<file path="src/rtl/pc_fetch_unit_if.sv">
// pc_fetch_unit_if: instruction-memory and decode handshake bundle for pc_fetch_unit
//   imem_req/imem_addr  fetch request and word address (fetch unit -> memory)
//   imem_ack/imem_data  completion and instruction word (memory -> fetch unit)
//   id_valid/id_instr/id_pc  buffered instruction to decode (fetch unit -> decode)
//   id_ready            decode accepts (decode -> fetch unit)
//   master modport: the fetch unit; slave modport: memory and decode side
interface pc_fetch_unit_if;
    logic        imem_req;
    logic [5:0]  imem_addr;
    logic        imem_ack;
    logic [31:0] imem_data;
    logic        id_valid;
    logic [31:0] id_instr;
    logic [5:0]  id_pc;
    logic        id_ready;
    modport master (
        output imem_req, imem_addr, id_valid, id_instr, id_pc,
        input  imem_ack, imem_data, id_ready
    );
    modport slave (
        input  imem_req, imem_addr, id_valid, id_instr, id_pc,
        output imem_ack, imem_data, id_ready
    );
endinterface

</file>
<file path="src/rtl/pc_fetch_unit.sv">
// pc_fetch_unit: 6-bit PC fetch sequencer between instruction memory and decode
//   clk, rst     rising-edge clock, asynchronous active-high reset
//   bus          pc_fetch_unit_if.master: imem req/ack fetch port and id valid/ready port
//   br_take, br_offset    branch redirect to id_pc + INC + signed offset
//   jmp_take, jmp_target  absolute jump redirect, wins over branch
//   halt         suppresses new fetch requests
//   ovf_trap     sticky PC-wrap trap, active only when PC_OVF_TRAP_EN is defined
module pc_fetch_unit #(
    parameter logic [5:0] RESET_PC = 6'd0,
    parameter logic [5:0] INC      = 6'd1
) (
    input  logic                  clk,
    input  logic                  rst,
    pc_fetch_unit_if.master       bus,
    input  logic                  br_take,
    input  logic [5:0]            br_offset,
    input  logic                  jmp_take,
    input  logic [5:0]            jmp_target,
    input  logic                  halt,
    output logic                  ovf_trap
);
    typedef enum logic [1:0] {IDLE, REQ, BUF} state_t;
    state_t      state, state_n;
    logic [5:0]  pc, pc_n, addr, addr_n, id_pc, id_pc_n, target;
    logic [31:0] id_instr, id_instr_n;
    logic        id_valid, id_valid_n, discard, discard_n;
    logic        redir, fetch_ok, stop;

    always_ff @(posedge clk or posedge rst) begin
        if (rst) begin
            state    <= IDLE;
            pc       <= RESET_PC;
            addr     <= RESET_PC;
            id_valid <= 1'b0;
            id_instr <= 32'd0;
            id_pc    <= 6'd0;
            discard  <= 1'b0;
        end else begin
            state    <= state_n;
            pc       <= pc_n;
            addr     <= addr_n;
            id_valid <= id_valid_n;
            id_instr <= id_instr_n;
            id_pc    <= id_pc_n;
            discard  <= discard_n;
        end
    end

    always_comb begin
        redir      = jmp_take | br_take;
        // 6-bit wrap makes adding the raw offset equal to adding its sign extension
        target     = jmp_take ? jmp_target : id_pc + INC + br_offset;
        fetch_ok   = (state == REQ) && bus.imem_ack && !discard && !redir;
        state_n    = state;
        pc_n       = pc;
        discard_n  = discard;
        id_valid_n = id_valid;
        id_instr_n = id_instr;
        id_pc_n    = id_pc;
        case (state)
            IDLE: begin
                if (redir) pc_n = target;
                if (!stop) state_n = REQ;
            end
            REQ: begin
                if (fetch_ok) begin
                    id_instr_n = bus.imem_data;
                    id_pc_n    = pc;
                    id_valid_n = 1'b1;
                    pc_n       = pc + INC;
                    state_n    = BUF;
                    discard_n  = 1'b0;
                end else if (bus.imem_ack) begin
                    // stale data from before a redirect is dropped
                    if (redir) pc_n = target;
                    discard_n = 1'b0;
                    state_n   = stop ? IDLE : REQ;
                end else if (redir) begin
                    // the outstanding handshake must still complete at the old address
                    pc_n      = target;
                    discard_n = 1'b1;
                end
            end
            BUF: begin
                if (redir || bus.id_ready) begin
                    id_valid_n = 1'b0;
                    if (redir) pc_n = target;
                    state_n = stop ? IDLE : REQ;
                end
            end
            default: state_n = IDLE;
        endcase
        // the address is latched only when a fresh request starts, so it stays stable while pending
        addr_n = (state_n == REQ && (state != REQ || bus.imem_ack)) ? pc_n : addr;
    end

`ifdef PC_OVF_TRAP_EN
    logic trap;
    always_ff @(posedge clk or posedge rst) begin
        if (rst) trap <= 1'b0;
        else if (fetch_ok && (pc > ~INC)) trap <= 1'b1;
    end
    assign ovf_trap = trap;
    assign stop     = halt | trap;
`else
    assign ovf_trap = 1'b0;
    assign stop     = halt;
`endif

    assign bus.imem_req  = state == REQ;
    assign bus.imem_addr = addr;
    assign bus.id_valid  = id_valid;
    assign bus.id_instr  = id_instr;
    assign bus.id_pc     = id_pc;
endmodule

</file>
<file path="src/flat_wrapper.sv">
// flat-port wrapper written by rule: the top's interface ports become plain ports
module pc_fetch_unit_flat 
#(
    parameter logic [5:0] RESET_PC = 6'd0,
    parameter logic [5:0] INC      = 6'd1
)
  (clk, rst, br_take, br_offset, jmp_take, jmp_target, halt, ovf_trap, bus_imem_req, bus_imem_addr, bus_id_valid, bus_id_instr, bus_id_pc, bus_imem_ack, bus_imem_data, bus_id_ready);
  pc_fetch_unit_if bus_i ();
  input  logic clk;
  input  logic rst;
  input  logic br_take;
  input  logic [5:0] br_offset;
  input  logic jmp_take;
  input  logic [5:0] jmp_target;
  input  logic halt;
  output logic ovf_trap;
  output wire logic [$bits(bus_i.imem_req)-1:0] bus_imem_req;
  output wire logic [$bits(bus_i.imem_addr)-1:0] bus_imem_addr;
  output wire logic [$bits(bus_i.id_valid)-1:0] bus_id_valid;
  output wire logic [$bits(bus_i.id_instr)-1:0] bus_id_instr;
  output wire logic [$bits(bus_i.id_pc)-1:0] bus_id_pc;
  input wire logic [$bits(bus_i.imem_ack)-1:0] bus_imem_ack;
  input wire logic [$bits(bus_i.imem_data)-1:0] bus_imem_data;
  input wire logic [$bits(bus_i.id_ready)-1:0] bus_id_ready;
  assign bus_imem_req = bus_i.imem_req;
  assign bus_imem_addr = bus_i.imem_addr;
  assign bus_id_valid = bus_i.id_valid;
  assign bus_id_instr = bus_i.id_instr;
  assign bus_id_pc = bus_i.id_pc;
  assign bus_i.imem_ack = bus_imem_ack;
  assign bus_i.imem_data = bus_imem_data;
  assign bus_i.id_ready = bus_id_ready;
  pc_fetch_unit #(.RESET_PC(RESET_PC), .INC(INC)) u_core (.clk(clk), .rst(rst), .bus(bus_i), .br_take(br_take), .br_offset(br_offset), .jmp_take(jmp_take), .jmp_target(jmp_target), .halt(halt), .ovf_trap(ovf_trap));
endmodule
</file>
<file path="config.mk">
export PLATFORM = sky130hd
export DESIGN_NAME = pc_fetch_unit_flat
export DESIGN_NICKNAME = d
export VERILOG_FILES = /design/src/rtl/pc_fetch_unit_if.sv /design/src/rtl/pc_fetch_unit.sv /design/src/flat_wrapper.sv
export SDC_FILE = /design/constraint.sdc
export NUM_CORES = 1
export LEC_CHECK = 0
export CAP_MARGIN = 40
export CORE_ASPECT_RATIO = 2
export CORE_MARGIN = 2
export CORE_UTILIZATION = 35
export DETAILED_ROUTE_END_ITERATION = 12
export GPL_ROUTABILITY_DRIVEN = 0
export PLACE_DENSITY = 0.65
export SYNTH_ARGS = -nofsm -noshare
export SYNTH_HDL_FRONTEND = slang
export SYNTH_SLANG_ARGS = --single-unit
</file>
<file path="constraint.sdc">
create_clock -name clk -period 5.8 [get_ports clk]
set_input_delay 1.16 -clock clk [delete_from_list [all_inputs] [get_ports clk]]
set_output_delay 1.16 -clock clk [all_outputs]
set_load 0.02 [all_outputs]
</file>
==> After elaboration in Yosys (flattened, before gate mapping) <==
Index checks and enable logic that the tools add are counted.
{ "word_totals": {"regBits": 54, "input_bits": 51, "wordCells": 48} }
{ "classes": {"add_sub_neg": 3, "n_eq_ne": 6, "mux": 17, "n_bitwise": 1, "reduce_logical": 14} }
{ "ops": {"columns": ["op", "n"], "rows": [
  ["$mux W6", 4],
  ["$pmux W6 S3", 1],
  ["$add A6 B1 Y6 const B", 2],
  ["$mux W2", 4],
  ["$add A6 B6 Y6", 1],
  ["$mux W1", 6],
  ["$ne A2 B1 Y1 const B", 3],
  ["$pmux W2 S3", 1],
  ["$eq A2 B1 Y1 const B", 2],
  ["$logic_and A1 B1 Y1", 4],
  ["$reduce_and A2 Y1", 2],
  ["$reduce_and A3 Y1", 1],
  ["$reduce_bool A3 Y1", 1],
  ["$eq A2 B2 Y1 const B", 1],
  ["$logic_not A1 Y1", 2],
  ["$logic_not A2 Y1", 1],
  ["$logic_or A1 B1 Y1", 2],
  ["$pmux W1 S2", 1],
  ["$reduce_bool A2 Y1", 1],
  ["$or A1 B1 Y1", 1]
]} }

==> Depth between registers and ports, before layout <==
Gate-level depths: netlist of run 1.
{ "logic_depth": {"word_depth": 8, "mapped_depth": 8} }

==> Worst setup path after synthesis of run 1 <==
Ideal clock, no wire load.
{ "synth_timing": {"path_kind": "input port to flip-flop", "startpoint": "input port br_offset[0]", "endpoint": "register u_core.addr[2] (netlist: u_core.bus.imem_addr[2])", "setup_ps": 125, "arrival_time_ps": 2757, "t_required_ps": 5675, "slack_ps": 2918, "path_stages": 8, "n_path_buf": 0, "path_cell_list": "inv_1 > ha_1 > fa_1 > nand2b_1 > a311oi_1 > a2111oi_1 > a221o_1 > mux2_4"} }
{ "synth_via": {"elab_chain_len": 5, "elab_cells_between_ends": 6, "cone_classes": "add/sub (1); mux (5)"} }
{ "synth_lines": {"columns": ["item", "line_no", "source"], "rows": [
  ["start: declaration", "flat_wrapper.sv:12", "input logic [5:0] br_offset;"],
  ["$add A6 B6 Y6 (*)", "pc_fetch_unit.sv:52", "target = jmp_take ? jmp_target : id_pc + INC + br_offset;"],
  ["$mux W6 (*)", "pc_fetch_unit.sv:52", null],
  ["$mux W6 (*)", null, null],
  ["$mux W6 (on tied branches)", "pc_fetch_unit.sv:85, pc_fetch_unit.sv:66", null],
  ["$pmux W6 S3 (*)", "pc_fetch_unit.sv:60", "case (state)"],
  ["named net u_core.pc_n[2]", "pc_fetch_unit.sv:24", "logic [5:0] pc, pc_n, addr, addr_n, id_pc, id_pc_n, target;"],
  ["end signal: assignment", "pc_fetch_unit.sv:41", "addr <= addr_n;"],
  ["end: declaration", "pc_fetch_unit.sv:24", null]
]} }
Mark *: on every way through the listed nets, which the timed path passes. The rest lies on a longest branch.
A chain may end at the register's enable or synchronous reset.

==> Final worst setup path of run 1 <==
{ "layout_timing": {"startpoint": "input port jmp_take", "endpoint": "register u_core.addr[2] (netlist: u_core.bus.imem_addr[2])"} }
{ "layout_via": {"elab_cells_between_ends": 14, "cone_classes": "eq/ne (1); mux (8); bitwise (1); reduce/logical (4)"} }
{ "layout_lines": {"columns": ["item", "line_no", "source"], "rows": [
  ["start: declaration", "flat_wrapper.sv:13", "input logic jmp_take;"],
  ["$or A1 B1 Y1", "pc_fetch_unit.sv:50", "redir = jmp_take | br_take;"],
  ["$logic_not A1 Y1", "pc_fetch_unit.sv:53", "fetch_ok = (state == REQ) && bus.imem_ack && !discard && !redir;"],
  ["$logic_and A1 B1 Y1", "pc_fetch_unit.sv:53", null],
  ["$mux W6", "pc_fetch_unit.sv:66", "if (fetch_ok) begin"],
  ["$pmux W6 S3 (*)", "pc_fetch_unit.sv:60", null],
  ["named net u_core.pc_n[2]", "pc_fetch_unit.sv:24", null]
]} }
Marks and branches as above.

==> reports/metrics.json, run 1 <==
{
  "outcome": "finished clean",
  "globalRoute.totalOverflow": 0,
  "post-route-period-util_pct": 65.23,
  "io_pins": 98,
  "critPathMaxFanout": 25,
  "place.port_buffers": 96,
  "hold_critical_path_depth": 2,
  "antenna_found_initial": 0,
  "drt_pre_antenna_iters": 4,
  "regToRegEndpoint": "u_core.bus.imem_addr[2]$_DFFE_PP0P_",
  "dr_total_vias": 2386,
  "final_hold_viol_count": 0,
  "wl_per_cell_um": 14.25,
  "worst_clock_skew_ns": 0.003377,
  "postCtsResizedCells": 0,
  "postCtsSetupBuffers": 0,
  "fp.coreArea_mm2": 0.007545,
  "via_count_of_the_first_global_routing_pass": 2447,
  "via_per_inst": 4.850,
  "leakagePower_nw": 1.830,
  "clk_path_buf_depth": 2,
  "tritoncts": "yes",
  "place.detailed.hpwl_um": 5209,
  "synth.net_count": 367,
  "grt_pass1_wl_um": 11570,
  "postSynth.asyncResetShare_pct": 100.0,
  "groute.usage.overall_pct": 17.68,
  "timing_worst_setup_path_type": "primary input to flop",
  "max_cap_viol_count": 0,
  "post-route-min-period_ns": 3.784,
  "grt_max_degree": 55,
  "ant_nets": 0,
  "clock_sinks": 54,
  "start_kind": "primary input",
  "cts.reportedPaths.clkPinSlew_ns": 0.07,
  "synth.distinct_cells": 51,
  "starting_density_pct": 35.92,
  "setup_repair_after_global_routing_missed_its_margin": "no",
  "h-tree-depth": 2,
  "layout_commonest_cell": "nand2_1",
  "ys.flop_type": "dfrtp_1",
  "cts_made_buffers": 5,
  "max-slew-margin-rel_pct": 43.42,
  "drt_drc_violations_left": 0,
  "die_x_extent_um": 66.22,
  "min_from": "u_core.bus.id_instr[19]$_DFFE_PP0P_",
  "drt-initial-drc-count": 63,
  "min_to": "u_core.bus.id_instr[19]$_DFFE_PP0P_",
  "clkLatencyLatePin_ns": 0.29,
  "post_route_cells_drive_above_1_share_pct": 5.528,
  "finalSetupViolations": 0,
  "critPathCaptureType": "flop",
  "synth_area_mm2": 0.002710,
  "synthDominantAreaCellType": "dfrtp_1",
  "timing.setup.tns_ns": 0,
  "syn-instance-count": 305,
  "most-common-layout-cells": "nand2_1, clkdlybuf4s50_1, dfrtp_1, o21ai_0, inv_1",
  "ys_seq_elements": 54,
  "syn_area_per_cell_um2": 8.886,
  "syn_to_layout_area_delta_pct": 44.14,
  "maxSlewViolCount": 0,
  "cts.root.buffer_cell": "clkbuf_16",
  "placement_rows": 45,
  "cellPowerDensity_mw_per_mm2": 503.9,
  "critical_path.startpoint": "jmp_take",
  "synth_seq_area_share_pct": 49.86,
  "reg2reg_depth": 8,
  "ir_worst_vdd_mv": 0.3410,
  "max_clock_freq_mhz": 264.3,
  "critical_r2r_launch": "u_core.state[1]$_DFF_PP0_",
  "antenna_cells_inserted": 0,
  "placed_area_mm2": 0.003755,
  "drt_wl_total_um": 7013,
  "count_of_flip_flops_with_a_built_in_enable_after_synthesis": 0,
  "total_die_area_mm2": 0.008505,
  "floorplan.die.height_um": 128.4,
  "timing.reg2reg.setup_slack_ns": 3.01,
  "layout.core_utilization_pct": 51.77,
  "count_of_yosys_warnings_during_synthesis": 0,
  "critical_path_arrival_ns": 3.96,
  "hp-class": "flop to flop",
  "worstMarginPinSlew_ns": 0.8487,
  "num-nets-final": 459,
  "cts-hold-fix-buffers": 0,
  "yosys.area.top_type_share_pct": 49.86,
  "postLayoutCellArea_mm2": 0.003906,
  "yosys-top-cells-area": "dfrtp_1, nand2_1, ha_1",
  "critPathRequiredTime_ns": 5.98
}
## per-stage QoR
step                instances  worst slack, ns  hold slack (ns)  total power [W]
detailed placement        484            1.701           0.4626         0.001677
global placement          484            1.803           0.4578         0.001665
floorplan                 305            2.918           0.4798         0.001227
CTS                       492            2.006           0.4792         0.001995
global route              492            1.810           0.5058         0.002110
finish                    492            2.016           0.4749         0.001968
## critical path, stage by stage
cell and delay, ns:
clkdlybuf4s50_1 0.82, or3_1 0.24, or2_1 0.68, buf_4 0.38, nor2_1 0.06, a221o_1 0.34
mux2_4 0.27
## metal layers
layer	track usage [%]	vias up	part of all wire, %
li1	-	1190	-
met1	18.62	1121	38
met2	32.35	60	55
met3	4.283	15	4.4
met4	7.563	0	3.0
met5	0	-	0
## synth_stat cells (2+ instances only)
cell      count
nand2b_1      5
nor2b_1       7
mux2i_1       2
dfrtp_1      54
a221o_1       2
o31a_1        2
a21oi_1       7
o21ai_0      14
mux2_2        5
buf_1         2
nand3_1       2
a211o_1       3
inv_1        15
ha_1         10
clkbuf_1      9
a21o_1        2
nor3_1        2
a221oi_1      3
nand2_1     114
nor2_1       12
buf_2         2
o211ai_1      2
## state kept, by name, indices dropped and copies added (netlist names)
| signal | count |
|---|---|
| u_core.state | 2 |
| u_core.pc | 6 |
| u_core.bus.id_instr | 32 |
| u_core.bus.id_pc | 6 |
| u_core.bus.imem_addr | 6 |
| u_core.discard | 1 |
| u_core.bus.id_valid | 1 |
## worst max-delay path by stage
stage,to,slack (ns),cells after the start
4_1_cts,u_core.bus.imem_addr[2]$_DFFE_PP0P_,2.01,7
3_5_place_dp,u_core.bus.imem_addr[2]$_DFFE_PP0P_,1.70,7
5_1_grt,u_core.bus.imem_addr[2]$_DFFE_PP0P_,1.81,7
6_report,u_core.bus.imem_addr[2]$_DFFE_PP0P_,2.02,7
2_1_floorplan,u_core.bus.imem_addr[2]$_DFFE_PP0P_,2.92,8
3_3_place_gp,u_core.bus.imem_addr[2]$_DFFE_PP0P_,1.80,7
## layout make-up
type	instances	area, um^2
Multi-Input combinational cell	222	1246
Clock inverter	2	12.51
Timing Repair Buffer	99	983.4
Tap cell	94	117.6
Clock buffer	6	138.9
Inverter	15	56.30
Fill cell	734	3638
Sequential cell	54	1351
## power by group
group / switching, W / leakage (nW) / internal, W
clock network: 0.000134 / 0.0729 / 0.000171
logic: 0.000512 / 1.08 / 0.000484
registers: 0.000118 / 0.674 / 0.000549
## cells by family after synthesis
kind of cell / count (synthesis) / share of synthesized area, %
buf+inv: 29 / 4.247
fa+ha+maj: 11 / 5.356
simple gates: 153 / 24.10
xor+xnor: 1 / 0.3232
flops: 54 / 49.86
other cells: 1 / 0.1384
mux: 8 / 3.370
compound gates: 48 / 12.61
(Power assumes the default switching activity.)
==> inputs of run 2 (changes only) <==
--- a/config.mk
+++ b/config.mk
@@ -11,7 +11,7 @@
 export CORE_UTILIZATION = 35
 export DETAILED_ROUTE_END_ITERATION = 12
 export GPL_ROUTABILITY_DRIVEN = 0
-export PLACE_DENSITY = 0.65
+export PLACE_DENSITY = 0.68
 export SYNTH_ARGS = -nofsm -noshare
 export SYNTH_HDL_FRONTEND = slang
 export SYNTH_SLANG_ARGS = --single-unit
==> constraint.sdc (replaced) <==
create_clock -name clk -period 3.29 [get_ports clk]
set_input_delay 0.658 -clock clk [delete_from_list [all_inputs] [get_ports clk]]
set_output_delay 0.658 -clock clk [all_outputs]
set_load 0.02 [all_outputs]
==> run 2 against run 1 <==
Clock skew rose by 0.0076 ns. Routed wire length rose by 1.2%. Hold slack got worse by 0.0034 ns. Global-route usage rose by 0.096 points. Clock power rose by 95%. Die area did not move. Sequential power rose by 76%. Clock-buffer cell count fell by 1. Critical path depth rose by 2. Cell area rose by 1.1%. First-iteration DRC count rose by 56%. Power rose by 80%. Largest power group unchanged.
==> reports/metrics.json, run 2 (same netlist as run 1, synthesis figures left out) <==
{
  "outcome": "finished clean",
  "leakagePower_nw": 1.860,
  "clkLatencyLatePin_ns": 0.30,
  "antenna_cells_inserted": 0,
  "min_to": "u_core.bus.id_instr[12]$_DFFE_PP0P_",
  "total_die_area_mm2": 0.008505,
  "dpl_worst_slack_ns": 0.2882,
  "place.port_buffers": 96,
  "timing_worst_setup_path_type": "primary input to flop",
  "tritoncts": "yes",
  "via_per_inst": 4.853,
  "ir_worst_vdd_mv": 0.4616,
  "postCtsSetupBuffers": 0,
  "max-slew-margin-rel_pct": 53.52,
  "drt_pre_antenna_iters": 4,
  "groute.usage.overall_pct": 17.78,
  "cts-hold-fix-buffers": 0,
  "reg2reg_depth": 7,
  "m1WireLength_um": 2602,
  "grt_pass1_wl_um": 11610,
  "post_route_cells_drive_above_1_share_pct": 6.468,
  "drt_wl_total_um": 7097,
  "place.detailed.hpwl_um": 5436,
  "grt_max_degree": 55,
  "routed-wl-met3_um": 320,
  "h-tree-depth": 2,
  "antenna_found_initial": 0,
  "placement_rows": 45,
  "via_count_of_the_first_global_routing_pass": 2474,
  "layout_setup_ws_ns": 0.5989,
  "setup_repair_after_global_routing_missed_its_margin": "no",
  "worst_clock_skew_ns": 0.01098,
  "most-common-layout-cells": "nand2_1, clkdlybuf4s50_1, dfrtp_1, o21ai_0, inv_1",
  "drt-initial-drc-count": 98,
  "timing.reg2reg.setup_slack_ns": 0.88,
  "post-route-period-util_pct": 81.80,
  "critPathRequiredTime_ns": 3.48,
  "ant_nets": 0,
  "clk_path_buf_depth": 2,
  "min_from": "u_core.bus.id_instr[12]$_DFFE_PP0P_",
  "critical_r2r_launch": "u_core.state[0]$_DFF_PP0_",
  "final_hold_viol_count": 0,
  "cts.root.buffer_cell": "clkbuf_16",
  "clock_sinks": 54,
  "starting_density_pct": 35.92,
  "max_flop_register": "u_core.bus.id_instr",
  "critical_path_arrival_ns": 2.88,
  "start_kind": "primary input",
  "worstMarginPinSlew_ns": 0.6972,
  "drt_drc_violations_left": 0,
  "flip_flop_count_of_the_largest_register_after_layout": 32,
  "layout.cells.non_filler": 496,
  "postCtsResizedCells": 0,
  "cts_made_buffers": 5,
  "layout_commonest_cell": "nand2_1",
  "die_x_extent_um": 66.22,
  "critPathCaptureType": "flop",
  "fp.coreArea_mm2": 0.007545,
  "cts.reportedPaths.clkPinSlew_ns": 0.07,
  "place.detailed.instances": 488,
  "hp-class": "flop to flop",
  "num-nets-final": 463,
  "power_w": 0.003539,
  "globalRoute.totalOverflow": 0,
  "io_pins": 98,
  "fin_hold_ws_ns": 0.4715,
  "met2_length_um": 3929,
  "max_clock_freq_mhz": 371.6,
  "cellPowerDensity_mw_per_mm2": 896.0,
  "timing.setup.tns_ns": 0,
  "post-route-min-period_ns": 2.691,
  "max_cap_viol_count": 0,
  "floorplan.die.height_um": 128.4,
  "maxSlewViolCount": 0,
  "regToRegEndpoint": "u_core.bus.imem_addr[0]$_DFFE_PP0P_",
  "critPathMaxFanout": 3,
  "wl_per_cell_um": 14.31,
  "hold_critical_path_depth": 2,
  "syn_to_layout_area_delta_pct": 45.75,
  "finalSetupViolations": 0,
  "dr_total_vias": 2407,
  "top_signal_layer_used": "met4"
}
==> run 2: cell types whose count changed in the layout (fill, tap and decap cells not counted), sizes merged <==
| cell | previous run | this run |
|---|---|---|
| clkinv | 1 | 2 |
| bufinv | 0 | 1 |
| buf | 3 | 7 |
| clkbuf | 6 | 5 |
| clkinvlp | 1 | 0 |
==> run 2: per-layer routing <==
| layer | global-route usage [%] | vias to the layer above |
|---|---|---|
| li1 | - | 1191 |
| met1 | 19.31 | 1137 |
| met2 | 31.53 | 64 |
| met3 | 3.671 | 15 |
| met4 | 9.244 | 0 |
| met5 | 0 | - |
==> run 2: how the worst max path moves through the flow <==
stage,end,from
floorplan,u_core.bus.imem_addr[2]$_DFFE_PP0P_,br_offset[0]
global placement,u_core.bus.imem_addr[2]$_DFFE_PP0P_,br_offset[0]
detailed placement,u_core.bus.imem_addr[2]$_DFFE_PP0P_,br_offset[0]
CTS,u_core.bus.imem_addr[2]$_DFFE_PP0P_,br_offset[0]
global route,u_core.bus.imem_addr[2]$_DFFE_PP0P_,br_offset[0]
finish,u_core.bus.imem_addr[2]$_DFFE_PP0P_,br_offset[0]
==> run 2: power breakdown <==
| part | internal [W] | switching, W |
|---|---|---|
| logic | 0.000858 | 0.000916 |
| registers | 0.000967 | 0.000201 |
| clock network | 0.000357 | 0.000241 |
| total | 0.00218 | 0.00136 |
==> run 2: worst max-delay path, stage by stage <==
cell,delay (ns)
clkdlybuf4s50_1,0.46
inv_1,0.05
ha_1,0.21
fa_1,0.39
nand2b_1,0.17
a311oi_1,0.29
a2111oi_1,0.09
a221o_1,0.31
mux2_4,0.26
==> run 2: metrics by stage <==
stage / utilization, % / instance area [um^2]
5_1_grt: 52.35 / 3950
3_3_place_gp: 50.17 / 3785
3_5_place_dp: 50.17 / 3785
2_1_floorplan: - / 2710
6_report: 52.35 / 3950
4_1_cts: 52.35 / 3950
==> run 2: layout make-up <==
cell class	instances	area [um^2]
sequential	54	1351
clock buffer	5	125.1
clock inverter	3	40.04
inverter	15	56.30
timing repair buffer	103	1013
tap	94	117.6
fill	706	3595
multi-input combinational	222	1246
==> inputs of run 3 (changes only) <==
--- a/config.mk
+++ b/config.mk
@@ -11,7 +11,7 @@
 export CORE_UTILIZATION = 35
 export DETAILED_ROUTE_END_ITERATION = 12
 export GPL_ROUTABILITY_DRIVEN = 0
-export PLACE_DENSITY = 0.68
+export PLACE_DENSITY = 0.65
 export SYNTH_ARGS = -nofsm -noshare
 export SYNTH_HDL_FRONTEND = slang
 export SYNTH_SLANG_ARGS = --single-unit
==> constraint.sdc (replaced) <==
create_clock -name clk -period 2.8 [get_ports clk]
set_input_delay 0.56 -clock clk [delete_from_list [all_inputs] [get_ports clk]]
set_output_delay 0.56 -clock clk [all_outputs]
set_load 0.02 [all_outputs]
==> run 3 against run 2 <==
Global-route usage rose by 0.31 points. Core utilization grew 0.71 points. Combinational power increased by 20%. Clock skew shrank 0.0051 ns. Die area unchanged. Sequential share of layout area down 0.46 points. Clock-buffer cell count grew 2. Critical endpoint unchanged.
==> reports/metrics.json, run 3 (same netlist as run 1, synthesis figures left out) <==
{
  "die_x_extent_um": 66.22,
  "wl_per_cell_um": 14.27,
  "min_to": "u_core.bus.id_instr[20]$_DFFE_PP0P_",
  "layout_setup_ws_ns": 0.2174,
  "total_die_area_mm2": 0.008505,
  "cts_made_buffers": 5,
  "layout.cells.non_filler": 502,
  "worst_clock_skew_ns": 0.005883,
  "io_pins": 98,
  "worstMarginPinSlew_ns": 0.6397,
  "critPathCaptureType": "flop",
  "ir_worst_vdd_mv": 0.5502,
  "drt_wl_total_um": 7164,
  "hold_critical_path_depth": 2,
  "critical_path.startpoint": "br_offset[0]",
  "leakagePower_nw": 1.888,
  "layout.core_utilization_pct": 53.07,
  "max-slew-margin-rel_pct": 57.35,
  "critical_path_arrival_ns": 2.76,
  "drt-initial-drc-count": 118,
  "max_clock_freq_mhz": 387.2,
  "dr_total_vias": 2446,
  "fillerInstances": 728,
  "dpl_worst_slack_ns": -0.08860,
  "fp.coreArea_mm2": 0.007545,
  "min_from": "u_core.bus.id_instr[20]$_DFFE_PP0P_",
  "post-route-min-period_ns": 2.583,
  "hp-class": "flop to flop",
  "cellPowerDensity_mw_per_mm2": 1044,
  "post_route_cells_drive_above_1_share_pct": 7.843,
  "cts.root.buffer_cell": "clkbuf_16",
  "critical_r2r_launch": "u_core.bus.id_pc[0]$_DFFE_PP0P_",
  "via_per_inst": 4.873,
  "clk_path_buf_depth": 2,
  "place.port_buffers": 96,
  "setup_repair_after_global_routing_missed_its_margin": "no",
  "flip_flop_count_of_the_largest_register_after_layout": 32,
  "critPathRequiredTime_ns": 2.98,
  "groute.usage.overall_pct": 18.09,
  "antenna_cells_inserted": 0,
  "postCtsSetupBuffers": 0,
  "tritoncts": "yes",
  "grt_max_degree": 42,
  "antenna_found_initial": 0,
  "regToRegEndpoint": "u_core.bus.imem_addr[2]$_DFFE_PP0P_",
  "timing.reg2reg.setup_slack_ns": 0.56,
  "postCtsResizedCells": 0,
  "finalSetupViolations": 0,
  "max_flop_register": "u_core.bus.id_instr",
  "layout_commonest_cell": "nand2_1",
  "globalRoute.totalOverflow": 0,
  "floorplan.die.height_um": 128.4,
  "starting_density_pct": 35.92,
  "post-route-period-util_pct": 92.24,
  "maxSlewViolCount": 0,
  "place.detailed.instances": 494,
  "h-tree-depth": 2,
  "most-common-layout-cells": "nand2_1, clkdlybuf4s50_1, dfrtp_1, o21ai_0, inv_1",
  "fin_hold_ws_ns": 0.4772,
  "grt_pass1_wl_um": 11840,
  "timing_worst_setup_path_type": "primary input to flop",
  "max_cap_viol_count": 0,
  "num-nets-final": 469,
  "syn_to_layout_area_delta_pct": 47.74,
  "place.detailed.hpwl_um": 5397,
  "clock_sinks": 54,
  "start_kind": "primary input",
  "reg2reg_depth": 8,
  "critPathMaxFanout": 2,
  "drt_drc_violations_left": 0,
  "cts-hold-fix-buffers": 0,
  "cts.reportedPaths.clkPinSlew_ns": 0.07,
  "outcome": "finished clean",
  "final_hold_viol_count": 0,
  "ant_nets": 0,
  "placement_rows": 45,
  "drt_pre_antenna_iters": 4,
  "via_count_of_the_first_global_routing_pass": 2547,
  "clkLatencyLatePin_ns": 0.29
}
run 3: through the flow:
| stage | total power (W) | TNS, ns | instance area, um^2 |
|---|---|---|---|
| finish | 0.004178 | 0 | 4004 |
| global route | 0.004478 | 0 | 4004 |
| CTS | 0.004229 | 0 | 4004 |
| detailed placement | 0.003548 | -0.08860 | 3842 |
| global placement | 0.003519 | -0.03259 | 3842 |
| floorplan | 0.002541 | 0 | 2710 |
run 3: per-layer routing:
| metal | part of all wire (%) | routed length (um) | vias up | GRT usage (%) |
|---|---|---|---|---|
| li1 | - | - | 1208 | - |
| met1 | 37 | 2656 | 1160 | 19.46 |
| met2 | 56 | 3989 | 69 | 33.29 |
| met3 | 5.2 | 375 | 9 | 4.283 |
| met4 | 2.0 | 142 | 0 | 6.603 |
| met5 | 0 | 0 | - | 0 |
run 3: worst max path at each step:
stage,end,slack [ns]
after global placement,u_core.bus.imem_addr[2]$_DFFE_PP0P_,-0.03
final,u_core.bus.imem_addr[2]$_DFFE_PP0P_,0.22
after CTS,u_core.bus.imem_addr[2]$_DFFE_PP0P_,0.22
after global routing,u_core.bus.imem_addr[2]$_DFFE_PP0P_,0.07
after floorplan,u_core.bus.imem_addr[2]$_DFFE_PP0P_,0.52
after detailed placement,u_core.bus.imem_addr[2]$_DFFE_PP0P_,-0.09
run 3: final cells by class:
class / instances / area [um^2] / area share, %
clock buffers: 7 / 152.6 / 3.812
clock inverters: 1 / 8.758 / 0.2187
inverters: 15 / 56.30 / 1.406
multi-input cells: 222 / 1246 / 31.13
flip-flops and latches: 54 / 1351 / 33.75
well taps: 94 / 117.6 / 2.938
repair buffers: 109 / 1071 / 26.75
run 3: report_power, final:
group / total [W] / switching, W / internal (W)
registers: 0.00138 / 0.000247 / 0.00114
logic: 0.00213 / 0.00107 / 0.00106
clock network: 0.000663 / 0.000280 / 0.000382
total: 0.00418 / 0.00160 / 0.00258
run 3: worst max-delay path, stage by stage:
cell and delay [ns]:
clkdlybuf4s50_1 0.46, inv_1 0.04, ha_1 0.19, fa_1 0.38
nand2b_1 0.17, a311oi_1 0.28, a2111oi_1 0.10, a221o_1 0.32
mux2_4 0.26
